==> src/rtl/uart_pkg.sv <==
// Shared types and constants for the UART transmit serializer.
package uart_pkg;

    localparam int   UART_DIV_WIDTH  = 32;
    localparam logic UART_STOP_LEVEL = 1'b1;

    typedef enum logic [1:0] {
        IDLE,
        START,
        DATA,
        STOP
    } uart_tx_state_t;

endpackage

==> src/rtl/uart_tx_serializer_if.sv <==
// Byte handshake, baud divisor and line outputs between the APB-side
// TX holding logic (master) and the serializer (slave).
interface uart_tx_serializer_if
    import uart_pkg::*;
#(
    parameter int DATA_BITS = 8,
    parameter int DIV_WIDTH = UART_DIV_WIDTH
);

    logic [DIV_WIDTH-1:0] baud_div;
    logic [DATA_BITS-1:0] tx_data;
    logic                 tx_valid;
    logic                 tx_ready;
    logic                 tx_serial;
    logic                 tx_busy;
    logic                 tx_done;

    modport master (
        output baud_div,
        output tx_data,
        output tx_valid,
        input  tx_ready,
        input  tx_serial,
        input  tx_busy,
        input  tx_done
    );

    modport slave (
        input  baud_div,
        input  tx_data,
        input  tx_valid,
        output tx_ready,
        output tx_serial,
        output tx_busy,
        output tx_done
    );

endinterface

==> src/rtl/baud_tick_counter.sv <==
// Bit-time counter: counts 0..div-1 and flags the last cycle of each bit.
// div is always at least 1, so div-1 never underflows and the count never
// reaches the top of the counter range.
module baud_tick_counter #(
    parameter int WIDTH = 32
) (
    input  logic             clk,
    input  logic             rst,
    input  logic             clear,
    input  logic [WIDTH-1:0] div,
    output logic             tick
);

    logic [WIDTH-1:0] cnt;

    assign tick = !clear && (cnt == (div - WIDTH'(1)));

    // Advance the bit-time count, reloading zero at each bit boundary or while held clear.
    always_ff @(posedge clk) begin
        if (rst || clear) begin
            cnt <= '0;
        end else if (tick) begin
            cnt <= '0;
        end else begin
            cnt <= cnt + WIDTH'(1);
        end
    end

endmodule

==> src/rtl/uart_tx_serializer.sv <==
// UART 8N1 transmit serializer: accepts one byte in IDLE, latches the baud
// divisor with it, then sends start, data LSB first, and one stop bit.
// The line output is registered from the next-state values so the first
// start-bit cycle follows the accept edge directly.
module uart_tx_serializer
    import uart_pkg::*;
#(
    parameter int DATA_BITS = 8,
    parameter int DIV_WIDTH = UART_DIV_WIDTH
) (
    input  logic                  clk,
    input  logic                  rst,
    uart_tx_serializer_if.slave   bus
);

    localparam int             BIT_W    = $clog2(DATA_BITS);
    localparam logic [BIT_W-1:0] LAST_BIT = BIT_W'(DATA_BITS - 1);

    uart_tx_state_t         state;
    uart_tx_state_t         state_next;
    logic [DATA_BITS-1:0]   shift_q;
    logic [DATA_BITS-1:0]   shift_next;
    logic [BIT_W-1:0]       bit_q;
    logic [BIT_W-1:0]       bit_next;
    logic [DIV_WIDTH-1:0]   div_q;
    logic [DIV_WIDTH-1:0]   div_next;
    logic                   serial_q;
    logic                   serial_next;
    logic                   tick;

    baud_tick_counter #(
        .WIDTH (DIV_WIDTH)
    ) u_tick (
        .clk   (clk),
        .rst   (rst),
        .clear (state == IDLE),
        .div   (div_q),
        .tick  (tick)
    );

    assign bus.tx_ready  = (state == IDLE);
    assign bus.tx_busy   = (state != IDLE);
    assign bus.tx_done   = (state == STOP) && tick;
    assign bus.tx_serial = serial_q;

    // Register the frame state, shift data, bit index, latched divisor and line level.
    always_ff @(posedge clk) begin
        if (rst) begin
            state    <= IDLE;
            shift_q  <= '0;
            bit_q    <= '0;
            div_q    <= DIV_WIDTH'(1);
            serial_q <= UART_STOP_LEVEL;
        end else begin
            state    <= state_next;
            shift_q  <= shift_next;
            bit_q    <= bit_next;
            div_q    <= div_next;
            serial_q <= serial_next;
        end
    end

    // Sequence the frame on bit ticks and derive the next line level from the next state.
    always_comb begin
        state_next  = state;
        shift_next  = shift_q;
        bit_next    = bit_q;
        div_next    = div_q;
        serial_next = UART_STOP_LEVEL;

        case (state)
            IDLE: begin
                if (bus.tx_valid) begin
                    state_next = START;
                    shift_next = bus.tx_data;
                    bit_next   = '0;
                    div_next   = (bus.baud_div == '0) ? DIV_WIDTH'(1) : bus.baud_div;
                end
            end
            START: begin
                if (tick) begin
                    state_next = DATA;
                end
            end
            DATA: begin
                if (tick) begin
                    shift_next = shift_q >> 1;
                    if (bit_q == LAST_BIT) begin
                        state_next = STOP;
                    end else begin
                        bit_next = bit_q + BIT_W'(1);
                    end
                end
            end
            STOP: begin
                if (tick) begin
                    state_next = IDLE;
                end
            end
            default: begin
                state_next = IDLE;
            end
        endcase

        case (state_next)
            START:   serial_next = 1'b0;
            DATA:    serial_next = shift_next[0];
            default: serial_next = UART_STOP_LEVEL;
        endcase
    end

endmodule

==> src/flat_wrapper.sv <==
// flat-port wrapper written by rule: the top's interface ports become plain ports
module uart_tx_serializer_flat import uart_pkg::*;
#(
    parameter int DATA_BITS = 8,
    parameter int DIV_WIDTH = UART_DIV_WIDTH
)
  (clk, rst, bus_baud_div, bus_tx_data, bus_tx_valid, bus_tx_ready, bus_tx_serial, bus_tx_busy, bus_tx_done);
  uart_tx_serializer_if #(.DATA_BITS(DATA_BITS), .DIV_WIDTH(DIV_WIDTH)) bus_i ();
  input  logic clk;
  input  logic rst;
  input wire logic [$bits(bus_i.baud_div)-1:0] bus_baud_div;
  input wire logic [$bits(bus_i.tx_data)-1:0] bus_tx_data;
  input wire logic [$bits(bus_i.tx_valid)-1:0] bus_tx_valid;
  output wire logic [$bits(bus_i.tx_ready)-1:0] bus_tx_ready;
  output wire logic [$bits(bus_i.tx_serial)-1:0] bus_tx_serial;
  output wire logic [$bits(bus_i.tx_busy)-1:0] bus_tx_busy;
  output wire logic [$bits(bus_i.tx_done)-1:0] bus_tx_done;
  assign bus_i.baud_div = bus_baud_div;
  assign bus_i.tx_data = bus_tx_data;
  assign bus_i.tx_valid = bus_tx_valid;
  assign bus_tx_ready = bus_i.tx_ready;
  assign bus_tx_serial = bus_i.tx_serial;
  assign bus_tx_busy = bus_i.tx_busy;
  assign bus_tx_done = bus_i.tx_done;
  uart_tx_serializer #(.DATA_BITS(DATA_BITS), .DIV_WIDTH(DIV_WIDTH)) u_core (.clk(clk), .rst(rst), .bus(bus_i));
endmodule
==> config.mk <==
export PLATFORM = sky130hd
export DESIGN_NAME = uart_tx_serializer_flat
export DESIGN_NICKNAME = d
export VERILOG_FILES = /design/src/rtl/uart_pkg.sv /design/src/rtl/uart_tx_serializer_if.sv /design/src/rtl/baud_tick_counter.sv /design/src/rtl/uart_tx_serializer.sv /design/src/flat_wrapper.sv
export SDC_FILE = /design/constraint.sdc
export NUM_CORES = 1
export LEC_CHECK = 0
export ABC_AREA = 1
export BUFFER_PORTS_ARGS = -buffer_cell sky130_fd_sc_hd__buf_4
export CAP_MARGIN = 20
export CORE_MARGIN = 2
export CORE_UTILIZATION = 45
export CTS_CLUSTER_SIZE = 10
export DETAILED_ROUTE_END_ITERATION = 6
export GPL_TIMING_DRIVEN = 0
export REMOVE_ABC_BUFFERS = 1
export SYNTH_ARGS = -nofsm -noshare
export SYNTH_HDL_FRONTEND = slang
export SYNTH_SLANG_ARGS = --single-unit
==> constraint.sdc <==
create_clock -name clk -period 5.25 [get_ports clk]
set_input_delay 0.525 -clock clk [delete_from_list [all_inputs] [get_ports clk]]
set_output_delay 0.525 -clock clk [all_outputs]
set_load 0.05 [all_outputs]
==> results of run 1 <==
-- synth_stat cells --
library cell	n	area share [%]
nand2_1	247	17
nor2_1	122	8.2
inv_1	121	8.2
dfxtp_1	78	28
nand3_1	71	6.4
a21oi_1	45	4.1
o21ai_0	41	3.7
nand4_1	23	2.6
xor2_1	20	3.2
nor3_1	17	1.5
clkbuf_1	13	0.88
nor2_4	11	2.2
nor2_2	9	1.0
xnor2_1	9	1.4
a31oi_1	8	0.90
nor4_1	8	0.90
nand2_2	7	0.79
o21ai_1	7	0.63
nand2_4	6	1.2
nor3b_1	5	0.68
buf_2	4	0.36
ha_1	4	0.90
nand3_2	4	0.72
nor2_8	3	1.1
a211oi_1	2	0.27
and2_1	2	0.22
inv_2	2	0.14
nand3b_1	2	0.27
nor3_2	2	0.36
nor3_4	2	0.59
o211ai_1	2	0.27
o21bai_1	2	0.27
or2_2	2	0.22
a22oi_1	1	0.14
a311oi_1	1	0.16
nor3b_2	1	0.22
o21bai_2	1	0.20
xnor3_1	1	0.41
-- worst max-delay path: stages, from the launching register on --
cell and delay (ns):
dfxtp_1 0.33, inv_1 0.14, ha_1 0.31, nand3_2 0.19, nor2_4 0.20, nand3_1 0.14, nand3_1 0.17, nand2_1 0.07
nor2_1 0.20, nand3_1 0.10, nor2_1 0.28, nand2_1 0.09, nor2_1 0.11, buf_4 0.20
-- sequential cells by signal, summed over array words and instances, names as in the netlist --
name                  count
u_core.div_q             32
u_core.state              2
u_core.shift_q            8
u_core.bit_q              3
u_core.bus.tx_serial      1
u_core.u_tick.cnt        32
-- path summary, 6_finish.rpt --
| check | startpoint | end | slack (ns) | cells past startpoint |
|---|---|---|---|---|
| setup reg to reg | u_core.div_q[0] | u_core.u_tick.cnt[10] | 2.08 | 14 |
| setup / recovery | u_core.div_q[0] | bus_tx_done | 1.82 | 13 |
| hold reg to reg | u_core.shift_q[2] | u_core.shift_q[2] | 0.48 | 2 |
| hold / removal | bus_baud_div[9] | u_core.div_q[9] | 0.42 | 3 |
-- cell usage in the layout, fill, tap and decap left out, drive strengths merged, types with 2 or more instances in the layout --
cell	instances
nand2	260
nor2	145
inv	126
dfxtp	78
nand3	75
o21ai	48
buf	47
a21oi	45
nand4	23
nor3	21
xor2	20
xnor2	9
clkbuf	9
nor4	8
a31oi	8
nor3b	6
ha	4
o21bai	3
clkinv	3
or2	2
nand3b	2
o211ai	2
a211oi	2
and2	2
-- cells by family after synthesis --
kind of cell    count (synthesis)  synth area share [%]
simple gates                  544                  45.9
fa+ha+maj                       4                 0.900
xor+xnor                       30                  4.97
compound gates                110                  10.6
buf+inv                       140                  9.54
flops                          78                  28.1
-- routing by layer --
| metal | share of wire, % | vias to the layer above | global-route usage (%) |
|---|---|---|---|
| met1 | 46 | 2606 | 32.4 |
| met5 | 0 | - | 0 |
| met3 | 3.5 | 32 | 4.69 |
| met4 | 3.6 | 0 | 9.88 |
| met2 | 47 | 101 | 43.2 |
| li1 | - | 3002 | - |
-- power groups by stage --
stage / Combinational, mW / Clock [mW] / Sequential, mW
detailed placement: 0.352 / 0 / 0.669
floorplan: 0.253 / 0 / 0.659
finish: 0.355 / 0.634 / 0.656
CTS: 0.353 / 0.655 / 0.656
global route: 0.406 / 0.684 / 0.660
global placement: 0.342 / 0 / 0.669
-- final cells by class --
| type | instances | area (sq um) | area share (%) |
|---|---|---|---|
| Multi-Input combinational cell | 688 | 3480 | 54.4 |
| Sequential cell | 78 | 1560 | 24.5 |
| Inverter | 123 | 462 | 7.23 |
| Timing Repair Buffer | 47 | 373 | 5.84 |
| Clock buffer | 9 | 225 | 3.53 |
| Tap cell | 168 | 210 | 3.29 |
| Clock inverter | 7 | 78.8 | 1.23 |
-- metrics by stage --
step	setup slack (ns)	std cells	hold slack [ns]	utilization (%)
2_1_floorplan	0.967	889	0.435	-
3_5_place_dp	2.11	1104	0.468	50.4
4_1_cts	1.81	1120	0.409	52.9
3_3_place_gp	0.981	1103	0.453	50.1
5_1_grt	1.55	1120	0.414	52.9
6_report	1.82	1120	0.418	52.9
==> impl_metrics.ini, run 1 <==
[route]
detail-route-antenna-nets = 0
viasPerCell = 5.13
wl_per_cell_um = 13.9
routed_wirelength_um = 15500
drcViolationCount = 0
drtIter0Drc = 419
vias = 5741
firstDrtPassIters = 5

[synthesis]
synth_warnings = 0
syn_inst = 906
ys_types = 38
postSynthAreaPerCell_sq_um = 6.14
ys_seq_area_share_pct = 28.1
synth.cell_area_sq_um = 5560
synth-seq-cells = 78

[timing]
hold_violations = 0
max_freq_mhz = 292
min_period_ns = 3.43
fin_setup_tns_ns = 0
final-max-slew-violation-count = 0
setup_viol = 0
max_slew_margin_pct = 33.1
period_share_pct = 65.2
rsz0062_at_grt = no
tightestPinTransition_ns = 1.00
fin_worst_skew_ns = 0.00789

[floorplan]
die_h_um = 115
core_sq_um = 12100
rows = 40
dieArea_sq_um = 13300
pin_count = 47
start_util_pct = 46.1
dieWidth_um = 115

[global_route]
antenna_found_initial = 0
grt_max_degree = 40
grt_pass1_wl_um = 26600
first_global_vias = 5588
track_usage_pct = 25.6
grt.overflow.total = 0

[hold_path]
hold_class = input port to flop

[cts]
clk_latency_ns = 0.35
htree_levels = 3
tritoncts = done
cts_resized = 0
cts_buffers = 9
clk_path_buf_depth = 2
cts_sinks = 78
post_cts.repair.setup_buffers = 0
cts-root-buf = clkbuf_16
hold_buffers = 0
cts.clk_slew.worst_paths_ns = 0.06

[setup_path]
path_max_fanout = 6
cp.required_ns = 4.72
crit_arrival_ns = 2.90
cp-start-kind = flop
endpoint_kind = output pin
worstSetupPathType = flop to output pin

[layout]
drive_above_1_share_pct = 12.0
fillCellCount = 1292
diodes = 0
final_nets = 994
area_growth_pct = 14.9
design_area_sq_um = 6390

[power]
combPwrFrac_pct = 21.6
seqPwrFrac_pct = 39.9
p_clk_share_pct = 38.5
p_int_mw = 1.12
switchingPower_mw = 0.527
switching_share_pct = 32.0
ir_drop_v = 0.000221
powerDensity_nw_per_um2 = 258
leakage_nw = 2.96
fin_total_pwr_mw = 1.64

[job]
drv_cap = 0

[status]
status = finished clean

[placement]
hpwl_um = 12600
place_area_sq_um = 6080
io_buffers = 46
place.gp.congestion = 0.939
Power figures use the tool's default switching activity.
==> run 2, diff against run 1 <==
- clock period: 5.25 -> 3.3 ns (I/O delays scaled with it)
==> run 2 against run 1 <==
Combinational power increased by 60%. Routed wire length increased by 0.19%. Design area increased by 0.41%. Final cell count unchanged. Non-clock buffer count unchanged. Via count increased by 0.26%. Global-route usage unchanged. Sequential power increased by 59%. Critical path type unchanged. Highest routed layer unchanged.
==> impl_metrics.ini, run 2 (same netlist as run 1, synthesis figures left out) <==
[setup_path]
critPathMaxStageDelay_ns = 0.33
cp-start-kind = flop
crit_arrival_ns = 2.76
cp.buffers_inverters = 3
cp_slowest_cell = dfxtp_1
crit_chain = inv_1 > ha_2 > nand2_4 > inv_2 > nand2_1 > nor2_2 > nand3_1 > nand3_1 > nand2_1 > nor2_1 > nand3_1 > nor2_1 > nand2_1 > nor2_1 > buf_6
worstSetupPathType = flop to output pin
cp_top_family = simple AND/OR/NAND/NOR gates
path_max_fanout = 5
endpoint_kind = output pin
cp.required_ns = 2.97

[layout]
fin_util_pct = 53.2
mostFrequentLayoutCell = nand2_1
design_area_sq_um = 6410
final_nets = 994
fillCellCount = 1292
area_growth_pct = 15.3
reg_top3 = u_core.div_q: 32 flops, u_core.u_tick.cnt: 32 flops, u_core.shift_q: 8 flops
layout_common_cells = nand2_1, inv_1, nor2_1
drive_above_1_share_pct = 12.4
diodes = 0

[cts]
cts-root-buf = clkbuf_16
clk_path_buf_depth = 2
cts_sinks = 78
htree_levels = 3
cts.clk_slew.worst_paths_ns = 0.06
clk_latency_ns = 0.35
tritoncts = done
post_cts.repair.setup_buffers = 0
cts_buffers = 9

[job]
drv_cap = 0

[timing]
max_freq_mhz = 324
hold_violations = 0
setup_ws_ns = 0.210
final-max-slew-violation-count = 0
fin_worst_skew_ns = 0.00798
rsz0062_at_grt = no
period_share_pct = 93.6
worst_hold_slack_ns = 0.224
tightestPinTransition_ns = 1.04
min_period_ns = 3.09
setup_viol = 0
max_slew_margin_pct = 30.6

[status]
status = finished clean

[placement]
place_ws_ns = 0.163
place_area_sq_um = 6080
io_buffers = 46
hpwl_um = 12600
place.gp.congestion = 0.939

[floorplan]
core_sq_um = 12100
pin_count = 47
dieArea_sq_um = 13300
rows = 40
start_util_pct = 46.1
die_h_um = 115
dieWidth_um = 115

[route]
firstDrtPassIters = 5
detail-route-antenna-nets = 0
vias = 5756
wl_per_cell_um = 13.9
drcViolationCount = 0
drtIter0Drc = 401
viasPerCell = 5.14
routed_wirelength_um = 15600

[global_route]
grt_max_degree = 40
grt_pass1_wl_um = 26600
antenna_found_initial = 0
track_usage_pct = 25.6
grt.overflow.total = 0
first_global_vias = 5588

[power]
fin_total_pwr_mw = 2.62
leakage_nw = 2.96
powerDensity_nw_per_um2 = 408
ir_drop_v = 0.000350

[hold_path]
hold_class = input port to flop
## run 2: cell count changes in the layout (fill, tap and decap cells not counted)
cell | previous run | this run
nor2_4 | 12 | 13
buf_4 | 46 | 45
nand3_4 | 0 | 1
ha_1 | 4 | 3
ha_2 | 0 | 1
nor2_1 | 121 | 118
nor2_2 | 9 | 11
buf_6 | 0 | 1
nand3_2 | 4 | 3
## run 2: worst register-to-register path, cell delays in order (launching register included)
cell and delay [ns]:
dfxtp_1 0.33, inv_1 0.14, ha_2 0.27, nand2_4 0.11
nor3_2 0.35, nand2_1 0.10, nand2_1 0.07, nand3_1 0.15
nand2_1 0.10, nor2_1 0.05, nand2_1 0.15, nor2_4 0.08
nand2_4 0.12, nand3_4 0.32, a311oi_1 0.38
## run 2: layout make-up
cell class	count	area, sq um	area share, %
tap	168	210	3.28
sequential	78	1560	24.4
timing repair buffer	47	377	5.87
multi-input combinational	688	3500	54.6
clock buffer	9	225	3.51
inverter	123	462	7.20
clock inverter	7	78.8	1.23
## run 2: per-layer routing
layer	wire, um	part of all wire (%)	global-route usage [%]	up-vias
li1	-	-	-	3004
met1	7010	45	32.4	2613
met2	7430	48	43.2	112
met3	660	4.2	4.69	27
met4	460	3.0	9.88	0
met5	0	0	0	-
## run 2: where the power goes
group	switching (mW)	total, mW	leakage [nW]	internal, mW
Combinational	0.367	0.569	2.17	0.201
Clock	0.414	1.01	0.151	0.594
Sequential	0.0576	1.04	0.638	0.985
Total	0.838	2.62	2.96	1.78
## run 2: timing repair
item                       CTS  global route
hold buffers                 0             0
hold endpoints to repair     0             0
gates resized for setup      0             7
setup endpoints to repair    0            30
## run 2: final timing paths
| kind | start | end | slack [ns] | cells after the start |
|---|---|---|---|---|
| setup / recovery | u_core.div_q[0] | bus_tx_done | 0.21 | 15 |
| hold / removal | bus_baud_div[9] | u_core.div_q[9] | 0.22 | 3 |
| setup reg to reg | u_core.div_q[0] | u_core.u_tick.cnt[10] | 0.47 | 14 |
| hold reg to reg | u_core.shift_q[2] | u_core.shift_q[2] | 0.48 | 2 |
## run 2: metrics by stage
stage          TNS, ns  instances
2_1_floorplan   -29.59        889
3_3_place_gp    -26.56       1103
3_5_place_dp         0       1104
4_1_cts              0       1120
5_1_grt              0       1120
6_report             0       1120
